$ cat src/rtl/linear_proj_pkg.sv
// Shared types and default sizing for the linear-projection datapath.
// K_STEPS/N_GROUPS defaults fall out of the matrix and core dimensions.
package linear_proj_pkg;

  localparam int INNER_DIMENSION   = 64;
  localparam int B_OUTER_DIMENSION = 96;
  localparam int BLOCK_SIZE        = 16;
  localparam int NUM_CORES_B       = 2;
  localparam int TOTAL_MODULES     = 1;

  // Inner-dimension chunks per accumulation, and output column groups per pass.
  localparam int DEF_K_STEPS  = INNER_DIMENSION / BLOCK_SIZE;
  localparam int DEF_N_GROUPS = B_OUTER_DIMENSION / (BLOCK_SIZE * NUM_CORES_B * TOTAL_MODULES);

  typedef enum logic [2:0] {
    ST_IDLE,
    ST_CLR,
    ST_FETCH,
    ST_WAIT_ACC,
    ST_OUT,
    ST_DONE
  } mwc_state_t;

endpackage

$ cat src/rtl/multwrap_ctrl.sv
// Pass sequencer for the weight-BRAM / multi-matmul wrapper: clears, streams
// weight + activation reads per group, waits for accumulation, hands off results.
module multwrap_ctrl
  import linear_proj_pkg::*;
#(
  parameter int K_STEPS      = DEF_K_STEPS,
  parameter int N_GROUPS     = DEF_N_GROUPS,
  parameter int ADDR_WIDTH_B = (K_STEPS * N_GROUPS > 1) ? $clog2(K_STEPS * N_GROUPS) : 1,
  parameter int ADDR_WIDTH_A = (K_STEPS > 1) ? $clog2(K_STEPS) : 1,
  parameter int GROUP_WIDTH  = (N_GROUPS > 1) ? $clog2(N_GROUPS) : 1
) (
  input  logic                    clk,
  input  logic                    rst_n,
  input  logic                    start,
  input  logic                    acc_done_wrap,
  input  logic                    out_ready,
  output logic                    w_mat_enb,
  output logic [ADDR_WIDTH_B-1:0] w_mat_addrb,
  output logic                    act_enb,
  output logic [ADDR_WIDTH_A-1:0] act_addr,
  output logic                    en_module,
  output logic                    internal_rst_n,
  output logic                    internal_reset_acc,
  output logic                    out_valid,
  output logic [GROUP_WIDTH-1:0]  group_idx,
  output logic                    busy,
  output logic                    done,
  output logic                    err_early
);

  localparam logic [ADDR_WIDTH_A-1:0] K_LAST    = ADDR_WIDTH_A'(K_STEPS - 1);
  localparam logic [GROUP_WIDTH-1:0]  G_LAST    = GROUP_WIDTH'(N_GROUPS - 1);
  localparam logic [ADDR_WIDTH_B-1:0] K_STEPS_B = ADDR_WIDTH_B'(K_STEPS);

  mwc_state_t              state_q, state_d;
  logic [ADDR_WIDTH_A-1:0] k_q, k_d;
  logic [GROUP_WIDTH-1:0]  group_q, group_d;
  logic                    err_early_q, err_early_d;

  logic                    w_mat_enb_q, w_mat_enb_d;
  logic [ADDR_WIDTH_B-1:0] w_mat_addrb_q, w_mat_addrb_d;
  logic                    act_enb_q, act_enb_d;
  logic [ADDR_WIDTH_A-1:0] act_addr_q, act_addr_d;
  logic                    en_module_q, en_module_d;
  logic                    internal_rst_n_q, internal_rst_n_d;
  logic                    internal_reset_acc_q, internal_reset_acc_d;
  logic                    out_valid_q, out_valid_d;
  logic [GROUP_WIDTH-1:0]  group_idx_q, group_idx_d;
  logic                    busy_q, busy_d;
  logic                    done_q, done_d;

  always_comb begin
    state_d     = state_q;
    k_d         = k_q;
    group_d     = group_q;
    err_early_d = err_early_q;

    if (acc_done_wrap && (state_q != ST_WAIT_ACC)) err_early_d = 1'b1;

    case (state_q)
      ST_IDLE: begin
        if (start) begin
          state_d     = ST_CLR;
          group_d     = '0;
          err_early_d = 1'b0;
        end
      end
      ST_CLR: begin
        k_d     = '0;
        state_d = ST_FETCH;
      end
      ST_FETCH: begin
        if (k_q == K_LAST) state_d = ST_WAIT_ACC;
        else               k_d     = k_q + 1'b1;
      end
      ST_WAIT_ACC: begin
        if (acc_done_wrap) state_d = ST_OUT;
      end
      ST_OUT: begin
        if (out_ready) begin
          if (group_q == G_LAST) begin
            state_d = ST_DONE;
          end else begin
            group_d = group_q + 1'b1;
            state_d = ST_CLR;
          end
        end
      end
      ST_DONE: state_d = ST_IDLE;
      default: state_d = ST_IDLE;
    endcase
  end

  // Outputs are decoded from the next state so they appear in the same cycle as the state they describe.
  always_comb begin
    w_mat_enb_d          = (state_d == ST_FETCH);
    act_enb_d            = (state_d == ST_FETCH);
    w_mat_addrb_d        = w_mat_addrb_q;
    act_addr_d           = act_addr_q;
    if (state_d == ST_FETCH) begin
      w_mat_addrb_d = ADDR_WIDTH_B'(group_d) * K_STEPS_B + ADDR_WIDTH_B'(k_d);
      act_addr_d    = k_d;
    end
    en_module_d          = w_mat_enb_q;
    internal_rst_n_d     = !((state_d == ST_CLR) && (group_d == '0));
    internal_reset_acc_d = (state_d == ST_CLR);
    out_valid_d          = (state_d == ST_OUT);
    group_idx_d          = group_d;
    busy_d               = (state_d != ST_IDLE);
    done_d               = (state_d == ST_DONE);
  end

  always_ff @(posedge clk or negedge rst_n) begin
    if (!rst_n) begin
      state_q              <= ST_IDLE;
      k_q                  <= '0;
      group_q              <= '0;
      err_early_q          <= 1'b0;
      w_mat_enb_q          <= 1'b0;
      w_mat_addrb_q        <= '0;
      act_enb_q            <= 1'b0;
      act_addr_q           <= '0;
      en_module_q          <= 1'b0;
      internal_rst_n_q     <= 1'b0;
      internal_reset_acc_q <= 1'b0;
      out_valid_q          <= 1'b0;
      group_idx_q          <= '0;
      busy_q               <= 1'b0;
      done_q               <= 1'b0;
    end else begin
      state_q              <= state_d;
      k_q                  <= k_d;
      group_q              <= group_d;
      err_early_q          <= err_early_d;
      w_mat_enb_q          <= w_mat_enb_d;
      w_mat_addrb_q        <= w_mat_addrb_d;
      act_enb_q            <= act_enb_d;
      act_addr_q           <= act_addr_d;
      en_module_q          <= en_module_d;
      internal_rst_n_q     <= internal_rst_n_d;
      internal_reset_acc_q <= internal_reset_acc_d;
      out_valid_q          <= out_valid_d;
      group_idx_q          <= group_idx_d;
      busy_q               <= busy_d;
      done_q               <= done_d;
    end
  end

  assign w_mat_enb          = w_mat_enb_q;
  assign w_mat_addrb        = w_mat_addrb_q;
  assign act_enb            = act_enb_q;
  assign act_addr           = act_addr_q;
  assign en_module          = en_module_q;
  assign internal_rst_n     = internal_rst_n_q;
  assign internal_reset_acc = internal_reset_acc_q;
  assign out_valid          = out_valid_q;
  assign group_idx          = group_idx_q;
  assign busy               = busy_q;
  assign done               = done_q;
  assign err_early          = err_early_q;

endmodule

$ cat config.mk
export PLATFORM = sky130hd
export DESIGN_NAME = multwrap_ctrl
export DESIGN_NICKNAME = d
export VERILOG_FILES = /design/src/rtl/linear_proj_pkg.sv /design/src/rtl/multwrap_ctrl.sv
export SDC_FILE = /design/constraint.sdc
export NUM_CORES = 1
export LEC_CHECK = 0
export CORE_MARGIN = 5
export CORE_UTILIZATION = 51
export DETAILED_ROUTE_END_ITERATION = 7
export GPL_TIMING_DRIVEN = 0
export PLACE_DENSITY = 0.81
export SYNTH_ARGS = -nofsm -noshare
export SYNTH_HDL_FRONTEND = slang
export SYNTH_SLANG_ARGS = --single-unit
$ cat constraint.sdc
create_clock -name clk -period 2.4 [get_ports clk]
set_clock_uncertainty 0.1 [all_clocks]
set_input_delay 0.48 -clock clk [delete_from_list [all_inputs] [get_ports clk]]
set_output_delay 0.48 -clock clk [all_outputs]
set_load 0.01 [all_outputs]
Yosys cells after proc, flatten, opt, wreduce, memory -nomap -nowiden

Cells that the tools add are included.

Flip-flop bits (word level): 21
Input bits: 5
Logic and storage cells: 48

$add $sub $neg: 3
Equal/unequal tests: 11
Mux-type cells: 15
Reductions and logical operators: 6

Operator list:

| kind                  | number |
|---|---|
| $mux W3               | 5 |
| $pmux W3 S5           | 1 |
| $eq A3 B2 Y1 const B  | 3 |
| $eq A3 B3 Y1 const B  | 3 |
| $mux W2               | 4 |
| $pmux W2 S2           | 2 |
| $eq A3 B1 Y1 const B  | 2 |
| $add A2 B1 Y2 const B | 2 |
| $add A4 B2 Y4         | 1 |
| $eq A2 B2 Y1 const B  | 2 |
| $logic_not A3 Y1      | 1 |
| $mux W1               | 3 |
| $ne A3 B2 Y1 const B  | 1 |
| $reduce_bool A3 Y1    | 1 |
| $logic_and A1 B1 Y1   | 2 |
| $logic_not A2 Y1      | 1 |
| $logic_not A1 Y1      | 1 |

Longest topological paths before layout

Gate-level depths: netlist (run 1).

Depth in word-level cells: 7
Mapped depth: 6
Depth with buffers taken out: 6

Worst setup path after synthesis (run 1)

No wires, ideal clock.

Kind: register to register
Start point: register group_idx[0] (netlist name)
End point: register internal_rst_n_q, in the netlist internal_rst_n
Library setup time: 0.132 ns
Arrival time: 1.346 ns
Setup slack: 0.822 ns
Cell stages (with the launch flop): 7
Path buffers: 0
Cells stage by stage: dfrtp_1 inv_1 ha_1 inv_1 a21oi_1 nor4b_4 or3b_1

RTL lines:

| what                 | line                 | RTL |
|---|---|---|
| to (signal assigned) | multwrap_ctrl.sv:140 | `internal_rst_n_q <= internal_rst_n_d;` |
| to (decl)            | multwrap_ctrl.sv:45  | `logic internal_rst_n_q, internal_rst_n_d;` |

Worst setup path in the final report (run 1)

Start point: register w_mat_addrb_q[0], in the netlist w_mat_addrb[0]
End point: output port w_mat_addrb[0]

RTL lines:

| what                   | line                 | RTL |
|---|---|---|
| from (decl)            | multwrap_ctrl.sv:41  | `logic [ADDR_WIDTH_B-1:0] w_mat_addrb_q, w_mat_addrb_d;` |
| from (signal assigned) | multwrap_ctrl.sv:136 | `w_mat_addrb_q <= w_mat_addrb_d;` |
| to (decl)              | multwrap_ctrl.sv:18  | `output logic [ADDR_WIDTH_B-1:0] w_mat_addrb,` |

No word-level cell between the ends.

==> results_dict.tcl, run 1 <==
set metrics [dict create \
    synth_top_family_by_area "simple AND/OR/NAND/NOR gates" \
    rsz0062_at_grt "no" \
    worstHoldEndpoint "en_module" \
    finalSetupViolations 0 \
    synth-compound-area-share_pct 14.0 \
    crit_path_end_kind "output pin" \
    cts.sinks 19 \
    fmax_mhz 524 \
    grt_pass1_vias 734 \
    status "complete, no violations" \
    critPathArrivalTime_ns 1.33 \
    hold-worst-slack_ns 0.314 \
    place_inst 132 \
    pin_count 22 \
    maxCapViolCount 0 \
    grt.total_usage_pct 15.2 \
    synthXorXnorAreaFrac_pct 0 \
    drc 0 \
    nets 119 \
    dpl.hpwl_um 1400 \
    fillers 138 \
    synth_fa_ha_area_share_pct 2.66 \
    finalNonFillerCells 136 \
    cts_max_level 1 \
    postSynthAreaPerCell_um2 10.9 \
    r2r-start "group_idx[0]" \
    period_needed_ns 1.91 \
    wl_per_cell_um 13.4 \
    synthMuxAreaShare_pct 4.52 \
    netlist-cell-type-count 31 \
    cts.clk_slew.worst_paths_ns 0.11 \
    root_buffer "clkbuf_4" \
    clockBufferDepth 2 \
    antenna_cells 0 \
    drt.antenna.violating_nets 0 \
    insertion_delay_ns 0.31 \
    rows 15 \
    min_from "act_enb" \
    synthSimpleGateAreaFrac_pct 19.9 \
    reg2reg_depth 6 \
    coreArea_mm2 0.00175 \
    r2r_setup_slack_ns 0.75 \
    critPathRequiredTime_ns 1.82 \
    hold_viol 0 \
    dieArea_mm2 0.00280 \
    port_buffers 21 \
    drv_slew 0 \
    wirelength_um 1820 \
    grt_overflow 0 \
    viasPerCell 5.22 \
    initial_core_util_pct 53.9 \
    fin_ws_ns 0.492 \
    yosys_warnings 0 \
    dp_worst_setup_slack_ns 0.384 \
    grt_start_max_net_pins 20 \
    hold_path_depth 0 \
    holdBufCountCts 0 \
    final_common_cell "clkdlybuf4s50_1" \
    place.gp.congestion 0.816 \
    seq_area_frac_synth_pct 50.5 \
    area_growth_syn_to_layout_pct 28.9 \
    layout_common_cells "21 x clkdlybuf4s50_1, 19 x dfrtp_1, 9 x nand2_1" \
    die_h_um 53.0 \
    ys_ff_latch 19 \
    final_util_pct 69.5 \
    cp_max_fo 3 \
    peakVddDrop_mv 0.710 \
    fin_setup_tns_ns 0 \
    power.density_mw_per_mm2 1310 \
    path_class "reg -> out" \
    synthCells 86 \
    drt_iter0_drc 16 \
    drt-pass1-iter-count 4 \
    slew_headroom_pct 46.0 \
    worst_pin_slew_ns 0.808 \
    synth_area_um2 941 \
    r2r_end "internal_rst_n" \
    tritoncts "built" \
    antenna_found_initial 0 \
    min_path_type "reg -> reg" \
    post-cts-setup-buffers 0 \
    finalCritPeriodShare_pct 79.5 \
    ctsResizeCount 0 \
    grt_pass1_wl_um 3040 \
    leakage_uw 0.000522 \
    die_w_um 53.0 \
    startpoint_type "register" \
    vias 710 \
    cts_made_buffers 3 \
    syn-num-nets 93 \
    drive_above_1_share_pct 17.1 \
]
==> power breakdown <==
part / internal (uW) / leakage, uW / switching, uW
Sequential: 446 / 0.000231 / 88.5
Clock: 63.7 / 0.0000139 / 105
Combinational: 466 / 0.000277 / 424
==> stage by stage <==
step | total power, uW | area [um2]
global placement | 1400 | 1180
global route | 1720 | 1210
CTS | 1610 | 1210
detailed placement | 1440 | 1180
floorplan | 1100 | 941
finish | 1590 | 1210
==> synthesized netlist by cell type, drive strengths merged <==
library cell / n / area share (%)
dfrtp: 19 / 51
nand2: 9 / 3.6
nor2: 8 / 3.5
a21oi: 7 / 4.9
inv: 7 / 2.8
buf: 6 / 5.6
o21ai: 6 / 3.6
nand2b: 4 / 3.5
a31oi: 2 / 1.3
ha: 2 / 2.7
mux2: 2 / 2.4
mux2i: 2 / 2.1
nand3b: 2 / 2.9
nor3: 2 / 1.6
a211oi: 1 / 1.3
a222oi: 1 / 1.1
a22oi: 1 / 0.80
and2b: 1 / 0.80
and3: 1 / 0.67
nor4b: 1 / 2.5
o311ai: 1 / 0.93
or3b: 1 / 0.93
==> worst max path at each step <==
stage	cells after the start	slack, ns	from	endpoint
CTS	2	0.47	w_mat_addrb[0]	w_mat_addrb[0]
floorplan	6	0.82	group_idx[0]	internal_rst_n
finish	2	0.49	w_mat_addrb[0]	w_mat_addrb[0]
detailed placement	4	0.38	out_ready	internal_rst_n
global placement	4	0.38	out_ready	internal_rst_n
global route	2	0.41	w_mat_addrb[0]	w_mat_addrb[0]
==> sequential cells by signal, indices dropped and copies added, names as in the netlist <==
register / flops
group_idx: 2
state_q: 3
w_mat_addrb: 4
en_module: 1
k_q: 2
internal_rst_n: 1
internal_reset_acc: 1
act_enb: 1
done: 1
out_valid: 1
err_early: 1
busy: 1
==> critical path: stages (launching register included) <==
cell and delay (ns):
dfrtp_1 0.39, buf_4 0.11, clkdlybuf4s50_1 0.52
==> area by class of cell <==
class / instances / area [um2] / share of cell area [%]
clock inverters: 1 / 7.51 / 0.619
plain buffers: 6 / 52.6 / 4.33
multi-input cells: 54 / 387 / 31.9
clock buffers: 3 / 22.5 / 1.86
repair buffers: 21 / 210 / 17.3
inverters: 7 / 26.3 / 2.17
flip-flops and latches: 19 / 475 / 39.2
well taps: 25 / 31.3 / 2.58
==> per-layer routing <==
metal | GRT usage [%] | share of wire [%] | vias to the layer above
met1 | 16.9 | 42 | 348
met2 | 25.2 | 50 | 19
met3 | 3.38 | 4.8 | 5
met4 | 11.1 | 2.5 | 0
li1 | - | - | 338
met5 | 0 | 0 | -
==> cells by family after synthesis <==
group | after synthesis
multiplexers | 4
adder cells (fa/ha/maj) | 2
buffers and inverters | 13
AO/OA/AOI/OAI | 19
AND/OR/NAND/NOR | 29
flip-flops | 19
Power figures use the tool's default switching activity.
==> run 2: changes to the inputs <==
- CORE_UTILIZATION: 51 -> 48
- PLACE_DENSITY: 0.81 -> 0.77
- clock period: 2.4 -> 1.95 ns (I/O delays scaled with it)
==> results_dict.tcl, run 2 (same netlist as run 1, synthesis figures left out) <==
set metrics [dict create \
    clockBufferDepth 2 \
    pin_count 22 \
    initial_core_util_pct 49.0 \
    final_common_cell "clkdlybuf4s50_1" \
    viasPerCell 5.07 \
    nets 119 \
    tritoncts "built" \
    r2r_end "internal_rst_n" \
    worstHoldEndpoint "en_module" \
    die_h_um 54.3 \
    min_from "act_enb" \
    largest_reg_flops 4 \
    critPathRequiredTime_ns 1.46 \
    finalSetupViolations 0 \
    grt_overflow 0 \
    die_w_um 54.3 \
    wl_per_cell_um 13.2 \
    grt_start_max_net_pins 20 \
    cts.sinks 19 \
    critPathArrivalTime_ns 1.30 \
    drv_slew 0 \
    grt_pass1_vias 689 \
    hold_path_depth 0 \
    root_buffer "clkbuf_4" \
    hold_viol 0 \
    cts.clk_slew.worst_paths_ns 0.10 \
    cts_max_level 1 \
    holdBufCountCts 0 \
    area_growth_syn_to_layout_pct 28.7 \
    fin_setup_tns_ns 0 \
    peakVddDrop_mv 0.978 \
    hold-worst-slack_ns 0.320 \
    place.gp.congestion 0.765 \
    r2r_setup_slack_ns 0.31 \
    critical-path-slowest-cell "clkdlybuf4s50_1" \
    status "complete, no violations" \
    maxCapViolCount 0 \
    port_buffers 21 \
    crit_path_end_kind "output pin" \
    total_power_uw 1940 \
    min_path_type "reg -> reg" \
    drt.antenna.violating_nets 0 \
    rows 16 \
    vias 700 \
    worst_pin_slew_ns 0.810 \
    grt_pass1_wl_um 3060 \
    drt_iter0_drc 24 \
    fmax_mhz 558 \
    cp_top_family "buffers and inverters" \
    drt-pass1-iter-count 4 \
    insertion_delay_ns 0.29 \
    slew_headroom_pct 45.8 \
    dieArea_mm2 0.00295 \
    cts_made_buffers 3 \
    period_needed_ns 1.79 \
    worstPathCellList "buf_4 -> clkdlybuf4s50_1" \
    drc 0 \
    fillers 171 \
    power.density_mw_per_mm2 1600 \
    ctsResizeCount 0 \
    rsz0062_at_grt "no" \
    antenna_cells 0 \
    grt.total_usage_pct 14.7 \
    antenna_found_initial 0 \
    cp_max_fo 3 \
    fin_ws_ns 0.157 \
    critPathMaxStageDelay_ns 0.52 \
    dp_worst_setup_slack_ns 0.0121 \
    coreArea_mm2 0.00192 \
    drive_above_1_share_pct 16.2 \
    path_class "reg -> out" \
    startpoint_type "register" \
    dpl.hpwl_um 1390 \
    r2r-start "group_idx[0]" \
    leakage_uw 0.000523 \
    layout_common_cells "21 x clkdlybuf4s50_1, 19 x dfrtp_1, 9 x nand2_1" \
    crit_buf_inv 2 \
    post-cts-setup-buffers 0 \
    wirelength_um 1820 \
    reg2reg_depth 6 \
    finalCritPeriodShare_pct 92.0 \
]
[run 2: cell count changes in the layout (fill, tap and decap cells not counted), sizes merged]
| cell | previous run | this run |
|---|---|---|
| clkbuf | 3 | 4 |
| clkinvlp | 1 | 0 |
[run 2: power breakdown]
part / internal [uW] / switching [uW] / leakage, uW
combinational: 571 / 517 / 0.000277
clock: 79.5 / 114 / 0.0000150
sequential: 550 / 112 / 0.000231
[run 2: cell type report]
cell class	count	area, um2	area share (%)
well taps	27	33.8	2.79
flip-flops and latches	19	475	39.3
plain buffers	6	52.6	4.34
multi-input cells	54	387	31.9
repair buffers	21	210	17.4
clock buffers	4	26.3	2.17
inverters	7	26.3	2.17
[run 2: stage by stage]
step | utilization, % | instances | instance area, um2
finish | 63.0 | 138 | 1210
floorplan | - | 86 | 941
global route | 63.0 | 138 | 1210
CTS | 63.0 | 138 | 1210
detailed placement | 61.7 | 134 | 1180
global placement | 61.7 | 134 | 1180
[run 2: per-layer routing]
layer / global-route usage (%) / up-vias / share of wire, %
li1: - / 337 / -
met2: 24.3 / 15 / 51
met4: 7.05 / 0 / 0.93
met1: 17.5 / 344 / 43
met5: 0 / - / 0
met3: 4.36 / 4 / 4.9
[run 2: worst max path at each step]
stage	from	end	slack, ns	depth (start not counted)
floorplan	group_idx[0]	internal_rst_n	0.37	6
global placement	out_ready	internal_rst_n	-0.005	4
detailed placement	out_ready	internal_rst_n	0.01	5
CTS	act_enb	w_mat_enb	0.13	2
global route	act_enb	w_mat_enb	0.08	2
finish	w_mat_addrb[1]	w_mat_addrb[1]	0.16	2
